[config.mk]
export PLATFORM = sky130hd
export DESIGN_NAME = stereo_frame_serializer
export DESIGN_NICKNAME = d
export VERILOG_FILES = /design/src/rtl/stereo_pkg.sv /design/src/rtl/stereo_bit_tick.sv /design/src/rtl/stereo_frame_serializer.sv
export SDC_FILE = /design/constraint.sdc
export NUM_CORES = 1
export LEC_CHECK = 0
export ABC_AREA = 1
export CORE_MARGIN = 5
export CORE_UTILIZATION = 30
export CTS_CLUSTER_SIZE = 16
export DETAILED_ROUTE_END_ITERATION = 16
export DONT_BUFFER_PORTS = 1
export RECOVER_POWER = 100
export SETUP_SLACK_MARGIN = 0.1
export SYNTH_ARGS = -nofsm -noshare
export SYNTH_HDL_FRONTEND = slang
export SYNTH_SLANG_ARGS = --single-unit
[constraint.sdc]
create_clock -name clk -period 1.9 [get_ports clk]
set_input_delay 0.57 -clock clk [delete_from_list [all_inputs] [get_ports clk]]
set_output_delay 0.57 -clock clk [all_outputs]
set_load 0.02 [all_outputs]
[src/rtl/stereo_pkg.sv]
// rtl/stereo_pkg.sv - select encodings and FSM states for the stereo frame serializer
// STEREO_PARITY_EN adds the PARITY state.
package stereo_pkg;

   localparam logic [1:0] SEL_LEFT  = 2'd0;
   localparam logic [1:0] SEL_RIGHT = 2'd1;
   localparam logic [1:0] SEL_AUX   = 2'd2;
   localparam logic [1:0] SEL_IDLE  = 2'd3;

   typedef enum logic [2:0] {
      ST_IDLE   = 3'd0,
      ST_SYNC   = 3'd1,
      ST_LEFT   = 3'd2,
`ifdef STEREO_PARITY_EN
      ST_RIGHT  = 3'd3,
      ST_PARITY = 3'd4
`else
      ST_RIGHT  = 3'd3
`endif
   } state_t;

endpackage

[src/rtl/stereo_bit_tick.sv]
// rtl/stereo_bit_tick.sv - CLK_DIV prescaler producing one slot_end per bit slot
// Cleared on sample acceptance so every frame starts slot-aligned.
module stereo_bit_tick #(
   parameter int CLK_DIV = 4
) (
   input  logic clk,
   input  logic rst_n,
   input  logic clear,
   input  logic enable,
   output logic slot_end
);

   localparam int CW = (CLK_DIV > 1) ? $clog2(CLK_DIV) : 1;
   localparam logic [CW-1:0] LAST = CW'(CLK_DIV - 1);

   logic [CW-1:0] cnt;

   assign slot_end = enable & (cnt == LAST);

   always_ff @(posedge clk or negedge rst_n) begin
      if (!rst_n) begin
         cnt <= '0;
      end else if (clear || slot_end) begin
         cnt <= '0;
      end else if (enable) begin
         cnt <= cnt + CW'(1);
      end
   end

endmodule

[src/rtl/stereo_frame_serializer.sv]
// rtl/stereo_frame_serializer.sv - serialises a left/right sample pair as sync, left, right slots
// Optional STEREO_PARITY_EN appends an even-parity slot after RIGHT.
module stereo_frame_serializer
   import stereo_pkg::*;
#(
   parameter int SAMPLE_W = 16,
   parameter int CLK_DIV  = 4,
   parameter int SYNC_LEN = 4
) (
   input  logic                clk,
   input  logic                rst_n,
   input  logic                s_valid,
   output logic                s_ready,
   input  logic [SAMPLE_W-1:0] s_left,
   input  logic [SAMPLE_W-1:0] s_right,
   output logic [1:0]          mux_sel,
   output logic                bit_a,
   output logic                bit_b,
   output logic                bit_c,
   output logic                frame_start,
   output logic                busy
);

   localparam int BIT_MAX = (SYNC_LEN > SAMPLE_W) ? SYNC_LEN : SAMPLE_W;
   localparam int BCW     = $clog2(BIT_MAX);

   state_t              state;
   state_t              state_next;
   logic                slot_end;
   logic                bit_last;
   logic                accept;
   logic                ready_raw;
   logic [BCW-1:0]      bit_cnt;
   logic [SAMPLE_W-1:0] sh_left;
   logic [SAMPLE_W-1:0] sh_right;
`ifdef STEREO_PARITY_EN
   logic                parity;
`endif

   stereo_bit_tick #(
      .CLK_DIV (CLK_DIV)
   ) u_tick (
      .clk      (clk),
      .rst_n    (rst_n),
      .clear    (accept),
      .enable   (state != ST_IDLE),
      .slot_end (slot_end)
   );

   always_comb begin
      bit_last = 1'b0;
      case (state)
         ST_SYNC: bit_last = (bit_cnt == BCW'(SYNC_LEN - 1));
         default: bit_last = (bit_cnt == BCW'(SAMPLE_W - 1));
      endcase
   end

   always_comb begin
      ready_raw  = 1'b0;
      state_next = state;
      case (state)
         ST_IDLE: ready_raw = 1'b1;
`ifdef STEREO_PARITY_EN
         ST_PARITY: ready_raw = slot_end;
`else
         ST_RIGHT: ready_raw = slot_end & bit_last;
`endif
         default: ready_raw = 1'b0;
      endcase
      s_ready = ready_raw & rst_n;
      accept  = s_valid & s_ready;

      case (state)
         ST_IDLE: if (accept) state_next = ST_SYNC;
         ST_SYNC: if (slot_end && bit_last) state_next = ST_LEFT;
         ST_LEFT: if (slot_end && bit_last) state_next = ST_RIGHT;
`ifdef STEREO_PARITY_EN
         ST_RIGHT:  if (slot_end && bit_last) state_next = ST_PARITY;
         ST_PARITY: if (slot_end) state_next = accept ? ST_SYNC : ST_IDLE;
`else
         ST_RIGHT: if (slot_end && bit_last) state_next = accept ? ST_SYNC : ST_IDLE;
`endif
         default: state_next = ST_IDLE;
      endcase
   end

   always_ff @(posedge clk or negedge rst_n) begin
      if (!rst_n) begin
         state <= ST_IDLE;
      end else begin
         state <= state_next;
      end
   end

   // Outputs are registered alongside the state, so each branch loads what the next clock shows.
   always_ff @(posedge clk or negedge rst_n) begin
      if (!rst_n) begin
         bit_cnt     <= '0;
         sh_left     <= '0;
         sh_right    <= '0;
         mux_sel     <= SEL_IDLE;
         bit_a       <= 1'b0;
         bit_b       <= 1'b0;
         bit_c       <= 1'b0;
         frame_start <= 1'b0;
         busy        <= 1'b0;
`ifdef STEREO_PARITY_EN
         parity      <= 1'b0;
`endif
      end else begin
         frame_start <= 1'b0;
         if (accept) begin
            sh_left     <= s_left;
            sh_right    <= s_right;
            bit_cnt     <= '0;
            frame_start <= 1'b1;
            busy        <= 1'b1;
            mux_sel     <= SEL_AUX;
            bit_a       <= 1'b0;
            bit_b       <= 1'b0;
            bit_c       <= 1'b1;
`ifdef STEREO_PARITY_EN
            parity      <= (^s_left) ^ (^s_right);
`endif
         end else if (slot_end) begin
            case (state)
               ST_SYNC: begin
                  if (bit_last) begin
                     bit_cnt <= '0;
                     mux_sel <= SEL_LEFT;
                     bit_c   <= 1'b0;
                     bit_a   <= sh_left[SAMPLE_W-1];
                  end else begin
                     bit_cnt <= bit_cnt + BCW'(1);
                     bit_c   <= ~bit_c;
                  end
               end
               ST_LEFT: begin
                  if (bit_last) begin
                     bit_cnt <= '0;
                     mux_sel <= SEL_RIGHT;
                     bit_a   <= 1'b0;
                     bit_b   <= sh_right[SAMPLE_W-1];
                  end else begin
                     bit_cnt <= bit_cnt + BCW'(1);
                     sh_left <= {sh_left[SAMPLE_W-2:0], 1'b0};
                     bit_a   <= sh_left[SAMPLE_W-2];
                  end
               end
               ST_RIGHT: begin
                  if (bit_last) begin
                     bit_cnt <= '0;
                     bit_b   <= 1'b0;
`ifdef STEREO_PARITY_EN
                     mux_sel <= SEL_AUX;
                     bit_c   <= parity;
`else
                     mux_sel <= SEL_IDLE;
                     busy    <= 1'b0;
`endif
                  end else begin
                     bit_cnt  <= bit_cnt + BCW'(1);
                     sh_right <= {sh_right[SAMPLE_W-2:0], 1'b0};
                     bit_b    <= sh_right[SAMPLE_W-2];
                  end
               end
`ifdef STEREO_PARITY_EN
               ST_PARITY: begin
                  mux_sel <= SEL_IDLE;
                  bit_c   <= 1'b0;
                  busy    <= 1'b0;
               end
`endif
               default: begin
                  mux_sel <= SEL_IDLE;
                  busy    <= 1'b0;
               end
            endcase
         end
      end
   end

endmodule

; ---- Yosys cells after proc, flatten, opt, wreduce, memory -nomap -nowiden
; Index checks and enable logic that the tools add are counted.
[totals]
register_bits = 48
in_bits = 35
out_inout_bits = 8
wordCells = 103
[classes]
n_addsub = 2
n_eq_ne = 15
muxes = 47
bitwise_logic = 5
reduce_logical = 23
[op_table]
columns = cell, n
row1 = two-way mux 16 bit, 8
row2 = two-way mux 1 bit, 18
row3 = two-way mux 4 bit, 4
row4 = AND reduction 3 bit, 5
row5 = two-way mux 2 bit, 7
row6 = two-way mux 3 bit, 4
row7 = case mux 3 bit (4 select lines), 1
row8 = nonzero test 2 bit, 6
row9 = != test 3 x 2 -> 1 bit (second input constant), 3
row10 = nonzero test 3 bit, 3
row11 = case mux 1 bit (2 select lines), 4
row12 = AND reduction 4 bit, 2
row13 = equality test 3 x 2 -> 1 bit (second input constant), 2
row14 = != test 2 x 1 -> 1 bit (second input constant), 3
row15 = != test 2 bit (second input constant), 3
row16 = case mux 2 bit (3 select lines), 1
row17 = adder 4 x 1 -> 4 bit (second input constant), 1
row18 = AND 1 bit, 4
row19 = equality test 4 x 2 -> 1 bit (second input constant), 1
row20 = equality test 4 bit (second input constant), 1
row21 = AND reduction 2 bit, 2
row22 = equality test 3 x 1 -> 1 bit (second input constant), 1
row23 = zero test 3 bit, 1
row24 = OR reduction 3 bit, 1
row25 = other kinds (6), 6

; ---- Logic depth before layout (Yosys ltp)
; Gate-level depths: netlist (run 1).
[logic_depth]
ltp_word = 9
depth_mapped = 13
ltp_nobuf = 12

; ---- Modules after synthesis
; A second synthesis (run 1) with hierarchy kept.
[hier_totals]
cells_unflattened = 299
hier_area_um2 = 2508.7
[by_module_without_submodules]
columns = module, n_inst, cells_per_inst, area_each_um2, seq_area_each_um2
row1 = stereo_frame_serializer, 1, 283, 2396.0, 1128.6
row2 = stereo_bit_tick, 1, 16, 112.6, 50.0

; ---- Worst setup path after synthesis (run 1)
; OpenSTA, ideal clock, no wires.
[synth_path]
path_kind = reg-to-output
startpoint = register state[1]
endpoint = output s_ready
t_arrival_ps = 1413
t_required_ps = 1330
slack_ps = -83
path_stages_with_launch = 10
n_path_buf = 0
path_cell_list = dfrtp_1 -> inv_1 -> ha_1 -> inv_1 -> nand3_1 -> nand2_2 -> nand4_1 -> nand2_1 -> nand2_1 -> nor2_1
[synth_via]
elab_chain_cells = 5
word_cells_on_any_way = 9
classes_between = eq/ne: 2 / mux: 2 / bitwise: 3 / reduce/logical: 2
[synth_rtl]
columns = item, line_no
row1 = from (decl), stereo_frame_serializer.sv:27  ; state_t state;
row2 = from (signal assigned), stereo_frame_serializer.sv:91  ; state <= state_next;
row3 = equality test 3 x 1 -> 1 bit / nonzero test 3 bit (equally long branches), "stereo_frame_serializer.sv:52, stereo_frame_serializer.sv:46"
row4 = two-way mux 1 bit / AND 1 bit (equally long branches), "stereo_frame_serializer.sv:52, stereo_bit_tick.sv:18"
row5 = AND 1 bit, stereo_frame_serializer.sv:66  ; ST_RIGHT: ready_raw = slot_end & bit_last;
row6 = case mux 1 bit (2 select lines) *, stereo_frame_serializer.sv:61  ; case (state)
row7 = AND 1 bit *, stereo_frame_serializer.sv:70  ; s_ready = ready_raw & rst_n;
row8 = to (decl), stereo_frame_serializer.sv:13  ; output logic s_ready,
; Every way passes the cells marked *; elsewhere a longest branch is shown, timed or not.

; ---- Worst setup path in the final report (run 1)
[layout_path]
startpoint = register state[0]
endpoint = output s_ready
; Same word-level chain as after synthesis.

==> results.md, run 1 <==
- Status: finished with violations
- Violated checks: negative setup slack
- Root Driver: clkbuf_8
- Yosys reg bits: 47
- Port bufs: 0
- Final ANT Viol Nets: 0
- Tot GR Track Use: 13.6%
- Vias in the first global route: 2123
- Syn_nets: roughly 330
- RSZ-0062 raised after global routing: yes
- Grt ovf: 0
- Post-Synthesis Cells: a little under 300
- Clock sinks: 47
- Fin nets: 375
- TritonCTS Buffers: 5
- Fraction of registers with async set or reset after synthesis: 100%
- CP max-delay cell: dfrtp_1
- Max Root-Sink Buffers: 2
- Horiz. Die Dim: 100 µm
- Largest net degree at the start of global routing: 46
- DP Area: 2680 µm²
- Die area: between 10000 and 15000 µm²
- Hold/Removal Path Class: input port to async pin
- Most common cell on crit path: nand2_2
- Mean Syn Cell Area: 8.43 µm²
- Post-route setup slack: -0.190 ns
- Worst Path Required: 1.33 ns
- Sequential fraction of the synthesis area: 48.0%
- Clock transition at the registers of the reported paths: 0.09 ns
- Cells along the critical path: ha_4 > inv_2 > nand3_2 > nand2_2 > nand4_1 > nand2_2 > nand2_2 > nor2_4
- Initial Utilization: 30.3%
- N_diodes: 0
- Post-synth EDFFs: 0
- Clk_lat worst skew: 0.31 ns
- Share of cells above drive strength 1: 37.0%
- Area of the mapped netlist: 2450 µm²
- CP bufs+invs: 1
- Ys flop type: dfrtp_1
- Max_cap viols: 0
- CP max stage delay: 0.44 ns
- Final period util: 110%
- Critical Path AT: 1.52 ns
- Layout area overhead: 44.9%
- Slew Limit Fails: 0
- Die Y: 100 µm
- Wire length of the first global-routing pass: ~11000 µm
- CP Max Fanout: 3
- # DRC: 0
- Overall Power: 0.00191 W
- Final Cell Area: between 3000 and 4000 µm²
- WS Path Type: register to output pin
- Worst setup skew after layout: 0.0132 ns
- CP Launch Type: register
- # setup viols final: 35
- I/O pins: 43
- FMAX: 479 MHz
- Avg WL per Cell: 16.4 µm
- Hold Fails Final Rpt: 0
- CTS tree: built
- Delay-heaviest family, CP: simple AND/OR/NAND/NOR gates
- Minimum clock period: 2.09 ns
- Row count: 33
- Total of warnings raised by yosys: 0
- Worst slew pin tran: 1.16 ns
- Detailed-route via count: about 2200
- Via density: a little over 5
- Synth cell types: 28
- WL final: around 7200 µm
- Worst-case vdd ir drop: 0.294 mV
- Lkg Pwr: 1.73 nW
- Slew Limit Headroom: 22.9%
- DP HPWL: 3890 µm
- P per Cell Area: 538 nW/µm²
- H-tree Lvls: 2
- Routability Congestion: 0.788
- Pre-antenna DRT Iters: 4
- Crit. End Element: output pin
- Initial antenna violation count: 0
- Initial DRC Count: just under 80
- Core Area: 8090 µm²
==> layout make-up <==
| cell class | count | area, µm² |
|---|---|---|
| timing repair buffer | 47 | 558 |
| multi-input combinational | 192 | 1360 |
| fill | 783 | 4540 |
| inverter | 39 | 170 |
| clock buffer | 5 | 68.8 |
| sequential | 47 | 1180 |
| timing repair inverter | 2 | 25.0 |
| clock inverter | 3 | 67.6 |
| tap | 105 | 131 |
==> per-stage QoR <==
| step | hold slack [ns] | utilization, % | TNS, ns | std cells | worst slack [ns] |
|---|---|---|---|---|---|
| floorplan | 0.274 | - | 0 | 291 | 0.0951 |
| global placement | 0.276 | 33.2 | 0 | 397 | 0.0396 |
| detailed placement | 0.276 | 33.2 | -0.114 | 397 | -0.0227 |
| CTS | 0.0884 | 40.6 | -1.68 | 434 | -0.203 |
| global route | 0.0786 | 43.9 | -8.27 | 440 | -0.276 |
| finish | 0.101 | 43.9 | -3.61 | 440 | -0.190 |
==> routing by layer <==
metal  track usage (%)  routed length (µm)  vias to the layer above
li1                  -                   -                     1070
met1              17.7                3180                     1081
met2              21.8                3410                       58
met3              4.79                 517                       10
met4              3.42                  99                        0
met5                 0                   0                        -
==> what timing repair did <==
item,4_1_cts,5_1_grt
endpoints found under the setup margin,44,48
hold endpoints to repair,45,0
pin swaps,10,16
cloned,4,3
buffers inserted,24,6
resized for setup,58,51
hold buffers,1,0
==> flip-flops by register name, indices dropped and copies added, names as in the netlist <==
register and flops:
sh_left 16, sh_right 16, bit_cnt 4, mux_sel 2, state 2, u_tick.cnt 2, bit_a 1, bit_b 1
bit_c 1, busy 1, frame_start 1
==> worst paths after layout <==
kind	from	endpoint	slack [ns]	cells past startpoint
max	state[0]$_DFFE_PN0P_	s_ready	-0.19	8
max in group asynchronous	rst_n	sh_left[13]$_DFFE_PN0P_	0.72	1
max reg2reg	state[1]$_DFFE_PN0P_	sh_left[13]$_DFFE_PN0P_	-0.13	16
min in group clk	s_left[0]	sh_left[0]$_DFFE_PN0P_	0.38	2
min	rst_n	mux_sel[1]$_DFFE_PN1P_	0.10	0
min reg2reg	sh_right[0]$_DFFE_PN0P_	sh_right[0]$_DFFE_PN0P_	0.52	2
==> logic make-up (layout without fill, tap and decap cells) <==
kind of cell               Yosys count  after routing  synth area share (%)
DFF                                 47             47                  48.0
AOI/OAI and AO/OA                   46             46                  11.7
and+or+nand+nor                    136            137                  26.5
buffers and inverters               53             96                  9.59
adders and majority gates            6              6                  3.06
xor gates and xnor gates             3              3                  1.07
==> report_power, final <==
part / switching [W] / internal, W
clock: 0.000366 / 0.000525
combinational: 0.0000199 / 0.00000106
sequential: 0 / 0.00100
total: 0.000386 / 0.00153
==> cell usage in the layout (no fill, tap or decap), types with 5 or more instances in the layout <==
cell and instances:
buf_6 18, nor2_1 5, nand3_4 8, o211ai_1 15, nand2_1 50, nand3_2 26
inv_1 30, nand3_1 30, o21ai_1 16, clkbuf_8 5, buf_4 19, dfrtp_1 45
nand2_2 6, inv_2 5
==> synthesized netlist by cell type, types with 2 or more instances <==
| cell | n | share of area, % |
|---|---|---|
| a21oi_1 | 2 | 0.41 |
| buf_2 | 8 | 1.6 |
| buf_6 | 3 | 1.4 |
| clkbuf_1 | 2 | 0.31 |
| dfrtp_1 | 45 | 46 |
| dfstp_2 | 2 | 2.1 |
| ha_1 | 6 | 3.1 |
| inv_1 | 35 | 5.4 |
| inv_2 | 4 | 0.61 |
| nand2_1 | 57 | 8.7 |
| nand2_2 | 2 | 0.51 |
| nand3_1 | 60 | 12 |
| nand3_2 | 2 | 0.82 |
| nand4_1 | 4 | 1.0 |
| nor2_1 | 8 | 1.2 |
| o211ai_1 | 15 | 4.6 |
| o21ai_0 | 21 | 4.3 |
| o21ai_1 | 3 | 0.61 |
| xor2_1 | 3 | 1.1 |
Power figures use the tool's default switching activity.
==> run 2: changes to the inputs <==
--- a/config.mk
+++ b/config.mk
@@ -8,10 +8,13 @@
 export ABC_AREA = 1
 export CORE_MARGIN = 5
 export CORE_UTILIZATION = 30
+export CTS_BUF_LIST = sky130_fd_sc_hd__clkbuf_8
 export CTS_CLUSTER_SIZE = 16
 export DETAILED_ROUTE_END_ITERATION = 16
 export DONT_BUFFER_PORTS = 1
+export HOLD_SLACK_MARGIN = 0.12
 export RECOVER_POWER = 100
+export REMOVE_ABC_BUFFERS = 1
 export SETUP_SLACK_MARGIN = 0.1
 export SYNTH_ARGS = -nofsm -noshare
 export SYNTH_HDL_FRONTEND = slang
==> results.md, run 2 (synthesized netlist as in run 1, its figures left out) <==
- Status: finished with violations
- Violated checks: negative setup slack
- I/O pins: 43
- Critical Path AT: ~1.6 ns
- Top flop regs: sh_left (16), sh_right (16), bit_cnt (4)
- CP Max Fanout: 3
- Crit. End Element: output pin
- Worst-case vdd ir drop: approximately 0.26 mV
- Post-route setup slack: -0.283 ns
- Worst Path Required: 1.33 ns
- M3 GR Usage: 3.82%
- H-tree Lvls: 2
- Hold/Removal Path Class: input port to register
- P per Cell Area: 470 nW/µm²
- Clk_lat worst skew: between 0.3 and 0.4 ns
- Fin nets: 376
- Die Y: 100 µm
- Largest net degree at the start of global routing: 48
- Clock sinks: 47
- Final period util: 115%
- Initial Utilization: 30.3%
- RSZ-0062 raised after global routing: yes
- CP bufs+invs: 2
- Final Cell Area: 3500 µm²
- DP HPWL: ~3900 µm
- Fill cells: 800
- Max_cap viols: 0
- Hold Fails Final Rpt: 0
- Top Usage Layer GRT: met2
- Avg WL per Cell: 16.1 µm
- Slew Limit Headroom: a little under three fifths
- Fin cells: 441
- # DRC: 0
- WS Path Type: register to output pin
- Detailed-route via count: 2198
- WL final: 7090 µm
- Most common cell on crit path: nand2_2
- Pre-antenna DRT Iters: 4
- CP max stage delay: roughly 0.46 ns
- Max Root-Sink Buffers: 2
- Slew Limit Fails: 0
- Port bufs: 0
- Worst setup skew after layout: between 0.007 and 0.008 ns
- N_diodes: 0
- Vias in the first global route: 2305
- CP max-delay cell: dfrtp_2
- Tot GR Track Use: 14.8%
- Final ANT Viol Nets: 0
- Lkg Pwr: 1.65 nW
- Layout area overhead: 42.8%
- Routability Congestion: between 0.7 and 0.8
- Initial DRC Count: 114
- Delay-heaviest family, CP: flip-flops
- GRT met2 Usage: 24.6%
- Initial antenna violation count: 0
- Most common cell after layout, fill and taps aside: nand3_1
- Grt ovf: 0
- Commonest non-fill, non-tap cells in the layout: nand3_1, dfrtp_1, nand2_1
- Root Driver: clkbuf_8
- CP Launch Type: register
- Minimum clock period: 2.18 ns
- # setup viols final: 45
- FMAX: approximately 460 MHz
- Row count: 33
- TritonCTS Buffers: 5
- Via density: 4.98
- Die area: 10100 µm²
- CTS tree: built
- DP Area: 2650 µm²
- Worst slew pin tran: 0.669 ns
- Share of cells above drive strength 1: 34.2%
- Met1 Use GR: 18.4%
- Clock transition at the registers of the reported paths: 0.09 ns
- Horiz. Die Dim: 100 µm
- Wire length of the first global-routing pass: 11700 µm
- Core Area: 8090 µm²
- Dpl cells: 401
- Cells along the critical path: ha_4 > inv_2 > nand3_2 > nand2_2 > nand4_1 > nand2_2 > nand2_1 > nor2_1 > buf_4
[run 2: layer usage]
layer / wire, µm / part of all wire [%] / up-vias
li1: - / - / 1061
met1: 2920 / 41 / 1073
met2: 3590 / 51 / 55
met3: 451 / 6.4 / 9
met4: 130 / 1.8 / 0
met5: 0 / 0 / -
[run 2: cell type report]
type	count	area [µm²]	share of cell area (%)
Inverter	39	178	5.07
Sequential cell	47	1180	33.7
Clock inverter	3	20.0	0.571
Timing Repair Buffer	49	619	17.7
Clock buffer	5	68.8	1.96
Timing Repair inverter	1	16.3	0.464
Tap cell	105	131	3.75
Multi-Input combinational cell	192	1290	36.8
[run 2: path summary, 6_finish.rpt]
path                                          from                      end  slack (ns)  cells after the start
setup / recovery              state[0]$_DFFE_PN0P_                  s_ready       -0.28                      9
hold / removal                          s_right[0]  sh_right[0]$_DFFE_PN0P_        0.37                      2
setup reg to reg              state[0]$_DFFE_PN0P_  sh_left[15]$_DFFE_PN0P_       -0.16                     14
hold reg to reg            sh_right[0]$_DFFE_PN0P_  sh_right[0]$_DFFE_PN0P_        0.51                      2
max in group asynchronous                    rst_n     state[0]$_DFFE_PN0P_        0.53                      2
min in group asynchronous                    rst_n        bit_a$_DFFE_PN0P_        0.87                      2
[run 2: metrics by stage]
step	worst slack [ns]	utilization [%]	hold slack, ns	TNS [ns]	power, W
6_report	-0.283	43.3	0.374	-5.33	0.00165
5_1_grt	-0.365	43.3	0.366	-10.77	0.00172
4_1_cts	-0.247	41.3	0.364	-2.25	0.00169
3_5_place_dp	-0.0621	32.8	0.276	-0.751	0.00102
3_3_place_gp	-0.0114	32.8	0.276	-0.0158	0.00102
2_1_floorplan	-0.308	-	0.274	-11.05	0.00102
[run 2: power breakdown]
| part | internal, W | switching, W |
|---|---|---|
| Combinational | 0.00000280 | 0.0000203 |
| Clock | 0.000257 | 0.000367 |
| Sequential | 0.00100 | 0 |
| Total | 0.00126 | 0.000387 |
[run 2: repair_timing]
| action | CTS | global route |
|---|---|---|
| buffers inserted | 22 | 2 |
| hold endpoints to repair | 47 | 0 |
| pin swaps | 11 | 6 |
| hold buffers | 2 | 0 |
| resized for setup | 93 | 27 |
| gates cloned | 7 | 2 |
| endpoints found under the setup margin | 47 | 48 |
==> run 3: changes to the inputs <==
--- a/config.mk
+++ b/config.mk
@@ -16,6 +16,7 @@
 export RECOVER_POWER = 100
 export REMOVE_ABC_BUFFERS = 1
 export SETUP_SLACK_MARGIN = 0.1
+export SKIP_CTS_REPAIR_TIMING = 1
 export SYNTH_ARGS = -nofsm -noshare
 export SYNTH_HDL_FRONTEND = slang
 export SYNTH_SLANG_ARGS = --single-unit
==> constraint.sdc (replaced) <==
create_clock -name clk -period 2.5 [get_ports clk]
set_input_delay 0.75 -clock clk [delete_from_list [all_inputs] [get_ports clk]]
set_output_delay 0.75 -clock clk [all_outputs]
set_load 0.02 [all_outputs]
==> results.md, run 3 (synthesized netlist as in run 1, its figures left out) <==
- # setup viols final: 0
- Initial antenna violation count: 0
- Largest net degree at the start of global routing: 49
- Fin nets: 340
- Wire length of the first global-routing pass: roughly 9300 µm
- Top flop regs: sh_left (16), sh_right (16), bit_cnt (4)
- Hold/Removal Path Class: input port to async pin
- Horiz. Die Dim: ~100 µm
- Pre-antenna DRT Iters: 4
- H-tree Lvls: 2
- Final Cell Area: approximately 2700 µm²
- Port bufs: 0
- Grt ovf: 0
- Worst Path Required: 1.75 ns
- Hold Fails Final Rpt: 0
- Crit. End Element: output pin
- Vias in the first global route: 1932
- Final period util: 95.4%
- Worst setup skew after layout: 0.00465 ns
- Worst-case vdd ir drop: 0.271 mV
- Commonest non-fill, non-tap cells in the layout: nand3_1, nand2_1, dfrtp_1
- Die area: 10100 µm²
- CP Launch Type: register
- Root Driver: clkbuf_8
- Detailed-route via count: 1949
- Worst slew pin tran: 1.41 ns
- N_diodes: 0
- DP Area: ~2500 µm²
- Status: complete, no violations
- Row count: 33
- WS Path Type: register to output pin
- Slew Limit Fails: 0
- # DRC: 0
- Clock sinks: 47
- Max_cap viols: 0
- Tot GR Track Use: 11.4%
- Most common cell after layout, fill and taps aside: nand3_1
- Max Root-Sink Buffers: 2
- I/O pins: 43
- Share of cells above drive strength 1: 13.0%
- WL final: 5600 µm
- Initial DRC Count: 74
- Final ANT Viol Nets: 0
- Initial Utilization: between 30% and 40%
- Minimum clock period: 2.38 ns
- FMAX: 419 MHz
- P per Cell Area: 441 nW/µm²
- Layout area overhead: 11.6%
- TritonCTS Buffers: 5
- Critical Path AT: 1.63 ns
- CP Max Fanout: 4
- CTS tree: built
- Slew Limit Headroom: 6.26%
- Clk_lat worst skew: just under 0.3 ns
- Final hold slack: 0.140 ns
- Die Y: between 100 and 150 µm
- Avg WL per Cell: 13.8 µm
- Clock transition at the registers of the reported paths: 0.08 ns
- Routability Congestion: 0.841
- Lkg Pwr: 1.32 nW
- RSZ-0062 raised after global routing: yes
- Core Area: 8090 µm²
- Via density: between 4 and 5
- DP HPWL: 3710 µm
[run 3: metal layers]
layer / up-vias / track usage, % / wire length [µm]
li1: 977 / - / -
met1: 927 / 15.1 / 2670
met2: 38 / 18.3 / 2600
met3: 7 / 3.20 / 269
met4: 0 / 3.01 / 57
met5: - / 0 / 0
[run 3: worst paths after layout]
| kind | start | cells after the start | slack [ns] | to |
|---|---|---|---|---|
| max in group asynchronous | rst_n | 1 | 0.91 | sh_right[13]$_DFFE_PN0P_ |
| hold / removal | rst_n | 0 | 0.14 | sh_left[13]$_DFFE_PN0P_ |
| min in group clk | sh_right[0]$_DFFE_PN0P_ | 2 | 0.51 | sh_right[0]$_DFFE_PN0P_ |
| setup reg to reg | state[1]$_DFFE_PN0P_ | 12 | 0.27 | bit_cnt[2]$_DFFE_PN0P_ |
| hold reg to reg | sh_right[0]$_DFFE_PN0P_ | 2 | 0.51 | sh_right[0]$_DFFE_PN0P_ |
| setup / recovery | state[1]$_DFFE_PN0P_ | 10 | 0.12 | s_ready |
[run 3: layout make-up]
class / count / area [µm²]
flip-flops and latches: 47 / 1180
multi-input cells: 191 / 1090
inverters: 39 / 146
clock buffers: 5 / 68.8
fillers: 903 / 5360
repair buffers: 15 / 113
clock inverters: 3 / 12.5
well taps: 105 / 131
[run 3: power by group]
part | switching [W] | internal (W) | total [W]
combinational | 0.00000880 | 0.000000487 | 0.00000928
sequential | 0 | 0.000759 | 0.000759
clock | 0.000251 | 0.000189 | 0.000439
[run 3: worst max-delay path, cell delays in order, from the launching register on]
cell	delay (ns)
dfrtp_1	0.39
inv_2	0.08
ha_4	0.18
inv_2	0.07
nand3_2	0.06
nand2_2	0.07
nand4_1	0.08
nand2_2	0.12
nand2_2	0.07
nor2_4	0.10
buf_6	0.11
[run 3: stage by stage]
| step | power, W | setup TNS, ns | utilization (%) | instances | setup slack (ns) |
|---|---|---|---|---|---|
| final | 0.00121 | 0 | 33.8 | 405 | 0.115 |
| after global routing | 0.00127 | -0.00673 | 33.8 | 405 | -0.00673 |
| after CTS | 0.00122 | -0.0783 | 32.4 | 396 | -0.0783 |
| after detailed placement | 0.000775 | 0 | 31.4 | 388 | 0.210 |
| after global placement | 0.000775 | 0 | 31.4 | 388 | 0.335 |
| after floorplan | 0.000775 | 0 | - | 277 | 0.292 |
